### src/rtl/polar_to_rect.sv
// Iterative rotation-mode CORDIC: first-quadrant (r, theta in degrees) -> rounded (x, y).
// Define P2R_GAIN_COMP_EN to pre-scale r by K~0.60725; otherwise outputs carry the CORDIC gain.
module polar_to_rect #(
  parameter int ITER = 12
) (
  input  logic       clk,
  input  logic       rst,
  input  logic       start,
  input  logic [7:0] r,
  input  logic [7:0] theta,
  output logic       busy,
  output logic       done,
  output logic [7:0] x,
  output logic [7:0] y,
  output logic       err,
  output logic       ovf
);

  // Handshake: start is honoured only in IDLE; busy is high from the accepted
  // start edge until the edge that raises the one-cycle done pulse.
  typedef enum logic [1:0] {S_IDLE, S_ROTATE, S_DONE} state_t;

  localparam logic [3:0] LAST = 4'(ITER - 1);

  state_t             state, state_next;
  logic signed [17:0] xr, yr;
  logic signed [15:0] z;
  logic [3:0]         i;
  logic [7:0]         th_sat;
  logic [17:0]        xr_load;
  logic signed [17:0] xs, ys;
  logic [8:0]         x_res, y_res;

  function automatic logic signed [15:0] atan_lut(input logic [3:0] k);
    case (k)
      4'd0:    atan_lut = 16'sd11520;
      4'd1:    atan_lut = 16'sd6801;
      4'd2:    atan_lut = 16'sd3593;
      4'd3:    atan_lut = 16'sd1824;
      4'd4:    atan_lut = 16'sd916;
      4'd5:    atan_lut = 16'sd458;
      4'd6:    atan_lut = 16'sd229;
      4'd7:    atan_lut = 16'sd115;
      4'd8:    atan_lut = 16'sd57;
      4'd9:    atan_lut = 16'sd29;
      4'd10:   atan_lut = 16'sd14;
      4'd11:   atan_lut = 16'sd7;
      default: atan_lut = 16'sd0;
    endcase
  endfunction

  // Round Q10.8 to integer, clamp to 0..255; MSB flags an upper clamp only.
  function automatic logic [8:0] round_sat(input logic signed [17:0] v);
    logic signed [17:0] rv;
    logic signed [9:0]  q;
    rv = v + 18'sd128;
    q  = 10'(rv >>> 8);
    if (q[9])
      round_sat = 9'd0;
    else if (q > 10'sd255)
      round_sat = {1'b1, 8'd255};
    else
      round_sat = {1'b0, q[7:0]};
  endfunction

  assign th_sat = (theta > 8'd90) ? 8'd90 : theta;

`ifdef P2R_GAIN_COMP_EN
  assign xr_load = 18'((r * 24'd39797) >> 8);
`else
  assign xr_load = {2'b00, r, 8'd0};
`endif

  assign xs    = xr >>> i;
  assign ys    = yr >>> i;
  assign x_res = round_sat(xr);
  assign y_res = round_sat(yr);
  assign busy  = (state != S_IDLE);

  always_comb begin
    state_next = state;
    case (state)
      S_IDLE:   if (start) state_next = S_ROTATE;
      S_ROTATE: if (i == LAST) state_next = S_DONE;
      S_DONE:   state_next = S_IDLE;
      default:  state_next = S_IDLE;
    endcase
  end

  always_ff @(posedge clk or posedge rst) begin
    if (rst) begin
      state <= S_IDLE;
      xr    <= '0;
      yr    <= '0;
      z     <= '0;
      i     <= '0;
      x     <= '0;
      y     <= '0;
      err   <= 1'b0;
      ovf   <= 1'b0;
      done  <= 1'b0;
    end else begin
      state <= state_next;
      done  <= 1'b0;
      case (state)
        S_IDLE: begin
          if (start) begin
            z   <= signed'({th_sat, 8'd0});
            xr  <= signed'(xr_load);
            yr  <= '0;
            i   <= '0;
            err <= (theta > 8'd90);
          end
        end
        S_ROTATE: begin
          // Direction follows the sign of the remaining angle.
          if (!z[15]) begin
            xr <= xr - ys;
            yr <= yr + xs;
            z  <= z - atan_lut(i);
          end else begin
            xr <= xr + ys;
            yr <= yr - xs;
            z  <= z + atan_lut(i);
          end
          i <= i + 4'd1;
        end
        S_DONE: begin
          x    <= x_res[7:0];
          y    <= y_res[7:0];
          ovf  <= x_res[8] | y_res[8];
          done <= 1'b1;
        end
        default: ;
      endcase
    end
  end

endmodule

### config.mk
export PLATFORM = sky130hd
export DESIGN_NAME = polar_to_rect
export DESIGN_NICKNAME = d
export VERILOG_FILES = /design/src/rtl/polar_to_rect.sv
export SDC_FILE = /design/constraint.sdc
export NUM_CORES = 1
export LEC_CHECK = 0
export ABC_CLOCK_PERIOD_IN_PS = 9890
export CORE_MARGIN = 1
export CORE_UTILIZATION = 64
export DETAILED_ROUTE_END_ITERATION = 10
export HOLD_SLACK_MARGIN = 0.06
export PLACE_DENSITY = 0.84
export RECOVER_POWER = 50
export SETUP_SLACK_MARGIN = 0.1
export SYNTH_ARGS = -nofsm -noshare
export SYNTH_HDL_FRONTEND = slang
export SYNTH_SLANG_ARGS = --single-unit
export TNS_END_PERCENT = 30
### constraint.sdc
create_clock -name clk -period 9.89 [get_ports clk]
set_input_delay 0.989 -clock clk [delete_from_list [all_inputs] [get_ports clk]]
set_output_delay 0.989 -clock clk [all_outputs]
set_load 0.005 [all_outputs]
==> results of run 1 <==
-- worst paths after layout --
path | startpoint | slack, ps | cells after the start | endpoint
worst max-delay path | i[1] | 3580 | 17 | xr[16]
worst max register to register | i[1] | 3580 | 17 | xr[16]
max in group asynchronous | rst | 4480 | 3 | i[0]
worst min register to register | x[4] | 470 | 2 | x[4]
min in group asynchronous | rst | 2730 | 3 | done
worst min-delay path | x[4] | 470 | 2 | x[4]
-- sequential cells by signal, summed over array words and instances, names as in the netlist --
signal and flops:
yr 18, x 8, y 8, i 4
ovf 1, err 1, z 16, state 2
done 1, xr 18
-- tightest hold or removal path, stage by stage (launching register included) --
cell     delay, ps
dfrtp_1        340
nand2_1         40
o21ai_0         60
-- cell type report --
cell class	count	area (sq um)
sequential	77	1930
clock inverter	7	57.6
timing repair buffer	49	459
fill	1065	3900
tap	176	220
multi-input combinational	870	6290
clock buffer	9	225
inverter	44	166
-- cells by family (layout without fill, tap and decap cells) --
group                    after synthesis  after routing  share of synthesized area
flip-flops                            77             77                      0.222
AO/OA/AOI/OAI                        308            308                      0.224
multiplexers                          76             76                      0.133
XOR/XNOR                              90             90                     0.0907
adder cells (fa/ha/maj)               64             64                     0.0947
AND/OR/NAND/NOR                      332            332                      0.181
buffers and inverters                114            109                     0.0555
-- through the flow --
step	hold slack [ps]	utilization	instance area [sq um]
3_3_place_gp	462	0.685	9070
4_1_cts	484	0.706	9350
2_1_floorplan	456	-	8690
5_1_grt	504	0.706	9350
6_report	475	0.706	9350
3_5_place_dp	470	0.685	9070
-- placed cells by master (no fill, tap or decap), types with 11 or more instances in the layout --
cell type	n
a21o_1	14
a21oi_1	68
ha_1	61
dfrtp_1	76
xor2_1	43
mux4_2	27
a31oi_1	16
nand2b_1	11
o21ai_0	112
mux2_2	17
inv_1	42
nor2b_1	11
xnor2_1	47
clkdlybuf4s50_1	32
nand2_1	120
and3_1	21
nand3_1	40
nor2_1	70
nor3_1	21
mux2i_1	30
-- layer usage --
metal,up-vias,GRT usage,share of wire
met5,-,0,0
met4,0,0.157,0.035
met3,71,0.0439,0.089
met2,383,0.529,0.45
met1,3815,0.465,0.43
li1,3835,-,-
==> results.py, run 1 <==
metrics = {
    "timing": {
        "setup_tns_ps": 0,
        "slew_headroom": -1.79,
        "max_freq_mhz": 158,
        "rsz0062_at_grt": "no",
        "post-route-period-util": 0.638,
        "setup_ws_ps": 3580,
        "period_minus_slack_ps": 6310,
        "setup_viol": 0,
        "finalClockSkew_ps": 6.48,
        "hold_viol_final": 0,
        "drv_slew": 78,
        "worst_pin_slew_ps": 4180,
    },
    "placement": {
        "numPortBuffers": 38,
        "place_inst": 1216,
        "gp_congestion": 0.979,
        "post-place-ws_ps": 3940,
        "dp_hpwl_mm": 16.4,
    },
    "worst_setup_path": {
        "endpoint_kind": "flip-flop",
        "cp-start-kind": "flip-flop",
        "worst_ep_arrival_time_ps": 6520,
        "worstPathCellList": "buf_4 > mux2_2 > o21ai_0 > o221ai_1 > or2_2 > nor4b_2 > and3_1 > nor2_1 > xnor2_1 > a21oi_1 > ha_1 > or2_2 > a2111oi_0 > nor3_1 > a2111oi_0 > mux2i_1 > o21ai_0",
        "cp_slowest_stage_delay_ps": 970,
        "cp_slowest_cell": "dfrtp_1",
        "cp_num_buf_inv": 1,
        "worstPathMaxFanout": 34,
        "critical-path-top-delay-family": "compound AO/OA/AOI/OAI gates",
        "critical_path_class": "reg -> reg",
        "required_ps": 10100,
    },
    "yosys": {
        "yosys.area.top_type_share": 0.222,
        "ys_ff_latch": 77,
        "synth_area_leaders": "dfrtp_1 (22%), ha_1 (8.8%), mux4_2 (7.0%)",
        "yosysMostFrequentCell": "nand2_1",
        "synth_area_sq_mm": 0.00869,
        "synth_top_flop_cell": "dfrtp_1",
        "ys_async_sr_fraction": 1.00,
        "ys_seq_area_frac": 0.222,
        "synth-edff-count": 0,
        "ys_top_cells_by_count": "nand2_1 (120), o21ai_0 (112), dfrtp_1 (77), nor2_1 (70), a21oi_1 (68)",
        "yosysTopAreaCell": "dfrtp_1",
        "yosysWarnings": 0,
        "synth_fp_nets": 1144,
        "synth_cells": 1061,
        "postSynthAreaPerCell_sq_um": 8.19,
        "synth_cell_types": 72,
    },
    "die": {
        "start_util": 0.657,
        "core_sq_mm": 0.0132,
        "ioPinCount": 39,
        "die-height_um": 119,
        "die_x_um": 119,
        "row_count": 42,
        "die_area_sq_mm": 0.0141,
    },
    "status": {
        "status": "finished with violations",
        "violations": "capacitance limit, slew limit",
    },
    "clock_network": {
        "cts_tree": "done",
        "clk_latency_ps": 360,
        "clkTransAtPathRegs_ps": 70,
        "cts-root-buf": "clkbuf_16",
        "htreeDepth": 3,
        "cts-resized-gates": 0,
        "numCtsBuffers": 9,
        "cts-hold-fix-buffers": 0,
        "cts.sinks": 77,
        "post_cts_buffers": 0,
        "ctsLongestPathBuffers": 2,
    },
    "global_routing": {
        "grt_pass1_vias": 7469,
        "grt_max_degree": 78,
        "grt_pass1_wl_mm": 37.7,
        "grtUsageTotal": 0.338,
        "antenna_found_initial": 0,
        "grt-ovfl-total": 0,
    },
    "layout": {
        "area_delta_synth_final_pct": 7.50,
        "nNetsFinal": 1134,
        "fin_cells": 1232,
        "n_antenna_cell": 0,
        "drive_above_1_share": 0.0919,
    },
    "flow_run": {
        "maxCapViolCount": 1,
    },
    "drt": {
        "vias": 8104,
        "dr.pass1.iters": 6,
        "drc": 0,
        "ant_nets": 0,
        "routed_wl_mm": 23.0,
        "initialDrtViolationCount": 875,
        "wl_per_cell_um": 18.7,
        "viasPerCell": 6.58,
    },
    "min_path": {
        "hp-class": "reg -> reg",
    },
}
Power of run 1 is not shown: default switching activity piles up to over one toggle a cycle in this logic, so the estimate is an artifact.
==> inputs of run 2 (changes only) <==
--- a/config.mk
+++ b/config.mk
@@ -5,12 +5,12 @@
 export SDC_FILE = /design/constraint.sdc
 export NUM_CORES = 1
 export LEC_CHECK = 0
-export ABC_CLOCK_PERIOD_IN_PS = 9890
+export ABC_CLOCK_PERIOD_IN_PS = 5500
 export CORE_MARGIN = 1
-export CORE_UTILIZATION = 64
+export CORE_UTILIZATION = 57
 export DETAILED_ROUTE_END_ITERATION = 10
 export HOLD_SLACK_MARGIN = 0.06
-export PLACE_DENSITY = 0.84
+export PLACE_DENSITY = 0.79
 export RECOVER_POWER = 50
 export SETUP_SLACK_MARGIN = 0.1
 export SYNTH_ARGS = -nofsm -noshare
==> constraint.sdc (replaced) <==
create_clock -name clk -period 5.5 [get_ports clk]
set_input_delay 0.55 -clock clk [delete_from_list [all_inputs] [get_ports clk]]
set_output_delay 0.55 -clock clk [all_outputs]
set_load 0.005 [all_outputs]
==> results.py, run 2 (synthesis results as in run 1) <==
metrics = {
    "timing": {
        "post-route-period-util": 0.953,
        "holdWs_ps": 474,
        "max_freq_mhz": 191,
        "setup_tns_ps": 0,
        "worst_pin_slew_ps": 2030,
        "rsz0062_at_grt": "yes",
        "drv_slew": 78,
        "finalClockSkew_ps": 12.9,
        "slew_headroom": -0.354,
        "setup_viol": 0,
        "hold_viol_final": 0,
        "period_minus_slack_ps": 5240,
    },
    "clock_network": {
        "cts.sinks": 77,
        "cts_tree": "done",
        "clk_latency_ps": 360,
        "htreeDepth": 3,
        "cts-root-buf": "clkbuf_16",
        "ctsLongestPathBuffers": 2,
        "clkTransAtPathRegs_ps": 80,
        "numCtsBuffers": 9,
        "post_cts_buffers": 0,
        "cts-hold-fix-buffers": 0,
    },
    "status": {
        "violations": "DRC, capacitance limit, slew limit",
        "status": "finished with violations",
    },
    "global_routing": {
        "antenna_found_initial": 0,
        "grt_max_degree": 78,
        "grtUsageTotal": 0.328,
        "grt-ovfl-total": 0,
        "grt_pass1_vias": 7881,
        "grt_pass1_wl_mm": 41.0,
    },
    "layout": {
        "reg_top3": "xr: 18 flops, yr: 18 flops, z: 16 flops",
        "fin_cells": 1271,
        "most-common-layout-cells": "nand2_1 (120), o21ai_0 (112), dfrtp_1 (74)",
        "drive_above_1_share": 0.122,
        "n_antenna_cell": 0,
        "final_common_cell": "nand2_1",
        "area_delta_synth_final_pct": 10.7,
        "nNetsFinal": 1165,
    },
    "worst_setup_path": {
        "cp_slowest_stage_delay_ps": 580,
        "cp_slowest_cell": "mux4_2",
        "reg2reg_from": "i[1]",
        "endpoint": "xr[16]",
        "cp_num_buf_inv": 3,
        "r2r_slack_ps": 260,
        "critical_path_class": "reg -> reg",
        "endpoint_kind": "flip-flop",
        "critical-path-top-delay-family": "compound AO/OA/AOI/OAI gates",
        "cp-start-kind": "flip-flop",
        "rr_endpoint": "xr[16]",
        "cp-startpoint": "i[1]",
        "cp_common_cell": "a21oi_1",
        "worstPathMaxFanout": 14,
        "required_ps": 5720,
        "reg2reg_depth": 20,
        "worstPathCellList": "buf_4 > mux4_2 > a21oi_1 > a21oi_1 > inv_1 > ha_1 > nor2b_2 > nor4b_4 > and3_1 > nor2_1 > xnor2_1 > a21oi_1 > ha_1 > or2_2 > a2111oi_0 > buf_4 > nor3_1 > a2111oi_2 > mux2i_1 > o21ai_0",
        "worst_ep_arrival_time_ps": 5470,
        "cp.depth": 20,
    },
    "drt": {
        "wl_per_cell_um": 19.5,
        "ant_nets": 0,
        "initialDrtViolationCount": 774,
        "vias": 8213,
        "drc": 5,
        "dr.pass1.iters": 11,
        "routed_wl_mm": 24.8,
        "viasPerCell": 6.46,
    },
    "placement": {
        "gp_congestion": 0.990,
        "place_inst": 1255,
        "numPortBuffers": 38,
        "dp_hpwl_mm": 18.0,
    },
    "die": {
        "die_x_um": 126,
        "row_count": 44,
        "core_sq_mm": 0.0147,
        "start_util": 0.592,
        "die_area_sq_mm": 0.0158,
        "die-height_um": 126,
        "ioPinCount": 39,
    },
    "min_path": {
        "hp-start": "y[1]",
        "hp-class": "reg -> reg",
    },
    "flow_run": {
        "maxCapViolCount": 1,
    },
}
==> run 2: cell count changes in the layout (fill, tap and decap cells not counted), sizes merged <==
cell and change:
dlygate4sd3 +6, inv +3, buf +31, clkdlybuf4s50 -6, clkinv -2, clkinvlp -1
==> run 2: what timing repair did <==
action	in CTS	in global routing
resized for setup	1	7
endpoints found under the setup margin	1	5
pin swaps	0	0
==> run 2: how the worst min path moves through the flow <==
stage | cells after the start | endpoint
finish | 2 | y[1]
global placement | 2 | y[3]
detailed placement | 2 | y[1]
floorplan | 2 | z[7]
CTS | 2 | y[1]
global route | 2 | y[2]
==> run 2: area by class of cell <==
| cell class | instances | area (sq um) |
|---|---|---|
| inverters | 44 | 166 |
| multi-input cells | 870 | 6310 |
| well taps | 184 | 230 |
| repair buffers | 80 | 697 |
| fillers | 1281 | 5080 |
| clock inverters | 7 | 61.3 |
| clock buffers | 9 | 225 |
| flip-flops and latches | 77 | 1940 |
==> run 2: layer usage <==
| layer | part of all wire | GRT usage |
|---|---|---|
| met1 | 0.43 | 0.443 |
| met2 | 0.44 | 0.516 |
| met3 | 0.082 | 0.0599 |
| met4 | 0.039 | 0.136 |
| met5 | 0 | 0 |
==> run 2: through the flow <==
step / utilization / worst slack, ps / area, sq um
2_1_floorplan: - / 512 / 8690
3_3_place_gp: 0.633 / 252 / 9310
3_5_place_dp: 0.633 / 143 / 9310
4_1_cts: 0.653 / 115 / 9600
5_1_grt: 0.655 / 50.1 / 9620
6_report: 0.655 / 256 / 9620
==> run 2: worst reg2reg max path: stages, from the launching register on <==
cell,delay [ps]
dfrtp_4,550
buf_4,230
mux4_2,580
a21oi_1,330
a21oi_1,140
inv_1,70
ha_1,170
nor2b_2,220
nor4b_4,280
and3_1,220
nor2_1,80
xnor2_1,180
a21oi_1,100
ha_1,230
or2_2,320
a2111oi_0,440
buf_4,200
nor3_1,60
a2111oi_2,380
mux2i_1,230
o21ai_0,100
Power of run 2 is left out for the same reason.
==> inputs of run 3 (changes only) <==
--- a/config.mk
+++ b/config.mk
@@ -16,4 +16,4 @@
 export SYNTH_ARGS = -nofsm -noshare
 export SYNTH_HDL_FRONTEND = slang
 export SYNTH_SLANG_ARGS = --single-unit
-export TNS_END_PERCENT = 30
+export TNS_END_PERCENT = 1
==> results of run 3 <==
The final DEF is identical to that of run 2; final timing and power are the same.
Power of run 3 is left out for the same reason.
==> RTL edit: new RTL, settings of run 3 <==
Re-encode `state_t` (3 states) as one-hot, 3 bits wide.
--- a/src/rtl/polar_to_rect.sv
+++ b/src/rtl/polar_to_rect.sv
@@ -18,7 +18,7 @@
 
   // Handshake: start is honoured only in IDLE; busy is high from the accepted
   // start edge until the edge that raises the one-cycle done pulse.
-  typedef enum logic [1:0] {S_IDLE, S_ROTATE, S_DONE} state_t;
+  typedef enum logic [2:0] {S_IDLE = 3'b001, S_ROTATE = 3'b010, S_DONE = 3'b100} state_t;
 
   localparam logic [3:0] LAST = 4'(ITER - 1);
 
Behaviour: no difference found for any inputs over 10 cycles, from zero or initial values and one cycle with rst high; not proved beyond that.
==> RTL edit against run 3 <==
- the flow finishes with violations (capacitance limit, slew limit)
- critical path type unchanged
- area after synthesis grew 1.1%
- count of clock-buffer cells in the layout unchanged
- worst setup slack gained 280 ps
- routed wire length down 5.6%
- sequential cell count grew 1
- design area shrank 1.7%
Power is not shown: default switching activity piles up to over one toggle a cycle in this logic, so the estimate is an artifact.
==> RTL edit: results (changes against run 3) <==
Status
  • Status: finished with violations (unchanged)
  • Failing checks: capacitance limit, slew limit (was DRC, capacitance limit, slew limit)

Global routing
  • Largest net degree at the start of global routing: 80 (was 78)
  • Met3 Resource Use GR: 5.607% (was 5.991%)
  • All-Layer GR Usage: 30.86% (was 32.78%)
  • First-pass GRT wire length: 38790 µm (was 41000 µm)
  • Met1 usage: 38.62% (was 44.33%)
  • Met2 GRT Util: 50.96% (was 51.63%)
  • Vias in the first global route: 7667 (was 7881)

Place
  • Placed cell area: 9145 µm² (was 9311 µm²)
  • Port Buffers: 38 (unchanged)
  • DP HPWL: 17060 µm (was 18020 µm)
  • GPL Wtd Cong: 0.9988 (was 0.9895)

Logic synthesis
  • Seq/Total Area, Yosys: 22.21% (was 22.16%)
  • Fraction of registers with async set/reset: 100.0% (unchanged)
  • Synth area leaders: dfrtp_1 (22%), ha_1 (8.7%), mux4_2 (7.7%) (was dfrtp_1 (22%), ha_1 (8.8%), mux4_2 (7.0%))
  • Synthesized netlist net count: 1123 (was 1144)
  • Netlist cell types: 73 (was 72)
  • Synth top area share: 21.92% (was 22.16%)
  • Synth top cells by count: nand2_1 (116), o21ai_0 (95), dfrtp_1 (77), nor2_1 (73), ha_1 (61) (was nand2_1 (120), o21ai_0 (112), dfrtp_1 (77), nor2_1 (70), a21oi_1 (68))

Final layout
  • N_diodes: 0 (unchanged)
  • Regs by FF count: xr x18, yr x18, z x16 (unchanged)
  • Share of post-route cells with drive strength above 1: 10.15% (was 12.24%)

Worst hold path
  • HP Start: y[2]$_DFFE_PP0P_ (was y[1]$_DFFE_PP0P_)
  • Hold WC Path Type: flip-flop to flip-flop (unchanged)
  • WHS Endpoint: y[2]$_DFFE_PP0P_ (was y[1]$_DFFE_PP0P_)

STA
  • Fin. max-slew vios: 81 (was 78)
  • Relative slew slack: -53.11% (was -35.43%)
  • Setup Skew: 12.56 ps (was 12.89 ps)

Critical path
  • CP Launch Type: flip-flop (unchanged)
  • Crit Path Category: flip-flop to flip-flop (unchanged)
  • Worst EP arrival: 5260 ps (was 5470 ps)
  • Worst reg2reg setup slack: 530 ps (was 260 ps)
  • Critical-path cell with the highest stage delay: dfrtp_1 (was mux4_2)
  • Crit-path max cell delay: 700 ps (was 580 ps)
  • R2R cell count: 17 (was 20)
  • R2r startpoint: i[2]$_DFFE_PP0P_ (was i[1]$_DFFE_PP0P_)
  • Reg-to-reg endpoint: xr[17]$_DFFE_PP0P_ (was xr[16]$_DFFE_PP0P_)

Route
  • First DRT Iteration DRCs: 689 (was 774)
  • Via-to-Cell Ratio: 6.499 (was 6.462)
  • Detailed Routing Iterations Pass 1: 7 (was 11)
  • Drt total wl: 23380 µm (was 24770 µm)

CTS
  • CTS buffer count: 9 (unchanged)
  • Total setup buffers inserted after CTS: 0 (unchanged)
  • Reg clk slew, reported paths: 60 ps (was 80 ps)
  • CTS max path bufs: 2 (unchanged)

Job
  • Max Cap Viol: 2 (was 1)
==> RTL edit: metal layers <==
metal,vias to the layer above,wire length [µm]
li1,3796,-
met1,3742,9550
met2,379,11030
met3,90,1803
met4,0,995
met5,-,0
==> RTL edit: logic make-up (layout without fill, tap and decap cells) <==
kind of cell               Yosys count  count (layout)  share of synthesized area, %
muxes                               73              73                         13.26
and+or+nand+nor                    335             335                         18.30
xor gates and xnor gates            95              95                         9.464
AOI/OAI and AO/OA                  284             284                         20.55
DFF                                 78              78                         22.21
adders and majority gates           64              64                         9.364
buffers and inverters              111             115                         6.845
==> RTL edit: area by class of cell <==
| type | instances | area [µm²] |
|---|---|---|
| clock buffer | 9 | 225.2 |
| clock inverter | 7 | 95.09 |
| fill | 1305 | 5682 |
| inverter | 40 | 151.4 |
| multi-input combinational | 851 | 6240 |
| sequential | 78 | 1958 |
| tap | 188 | 235.2 |
| timing repair buffer | 59 | 559.3 |
==> RTL edit: metrics by stage <==
stage | setup slack (ps) | utilization (%) | hold WS, ps | instances
floorplan | 912.6 | - | 466.6 | 1040
global placement | 587.1 | 60.38 | 459.8 | 1216
detailed placement | 492.9 | 60.38 | 469.2 | 1216
CTS | 479.9 | 62.49 | 482.4 | 1232
global route | 191.6 | 62.49 | 492.7 | 1232
finish | 533.2 | 62.49 | 470.5 | 1232
==> RTL edit: critical path, delay by kind of cell (launching register included) <==
kind | cells | cell delay, ps
compound gates | 7 | 1800
buf+inv | 1 | 330
mux | 3 | 920
fa+ha+maj | 2 | 550
flops | 1 | 700
simple gates | 3 | 480
xor+xnor | 1 | 110
==> RTL edit: timing repair <==
| item | CTS | global route |
|---|---|---|
| gates resized for setup | 0 | 1 |
| hold endpoints to repair | 0 | 0 |
| setup endpoints to repair | 0 | 1 |
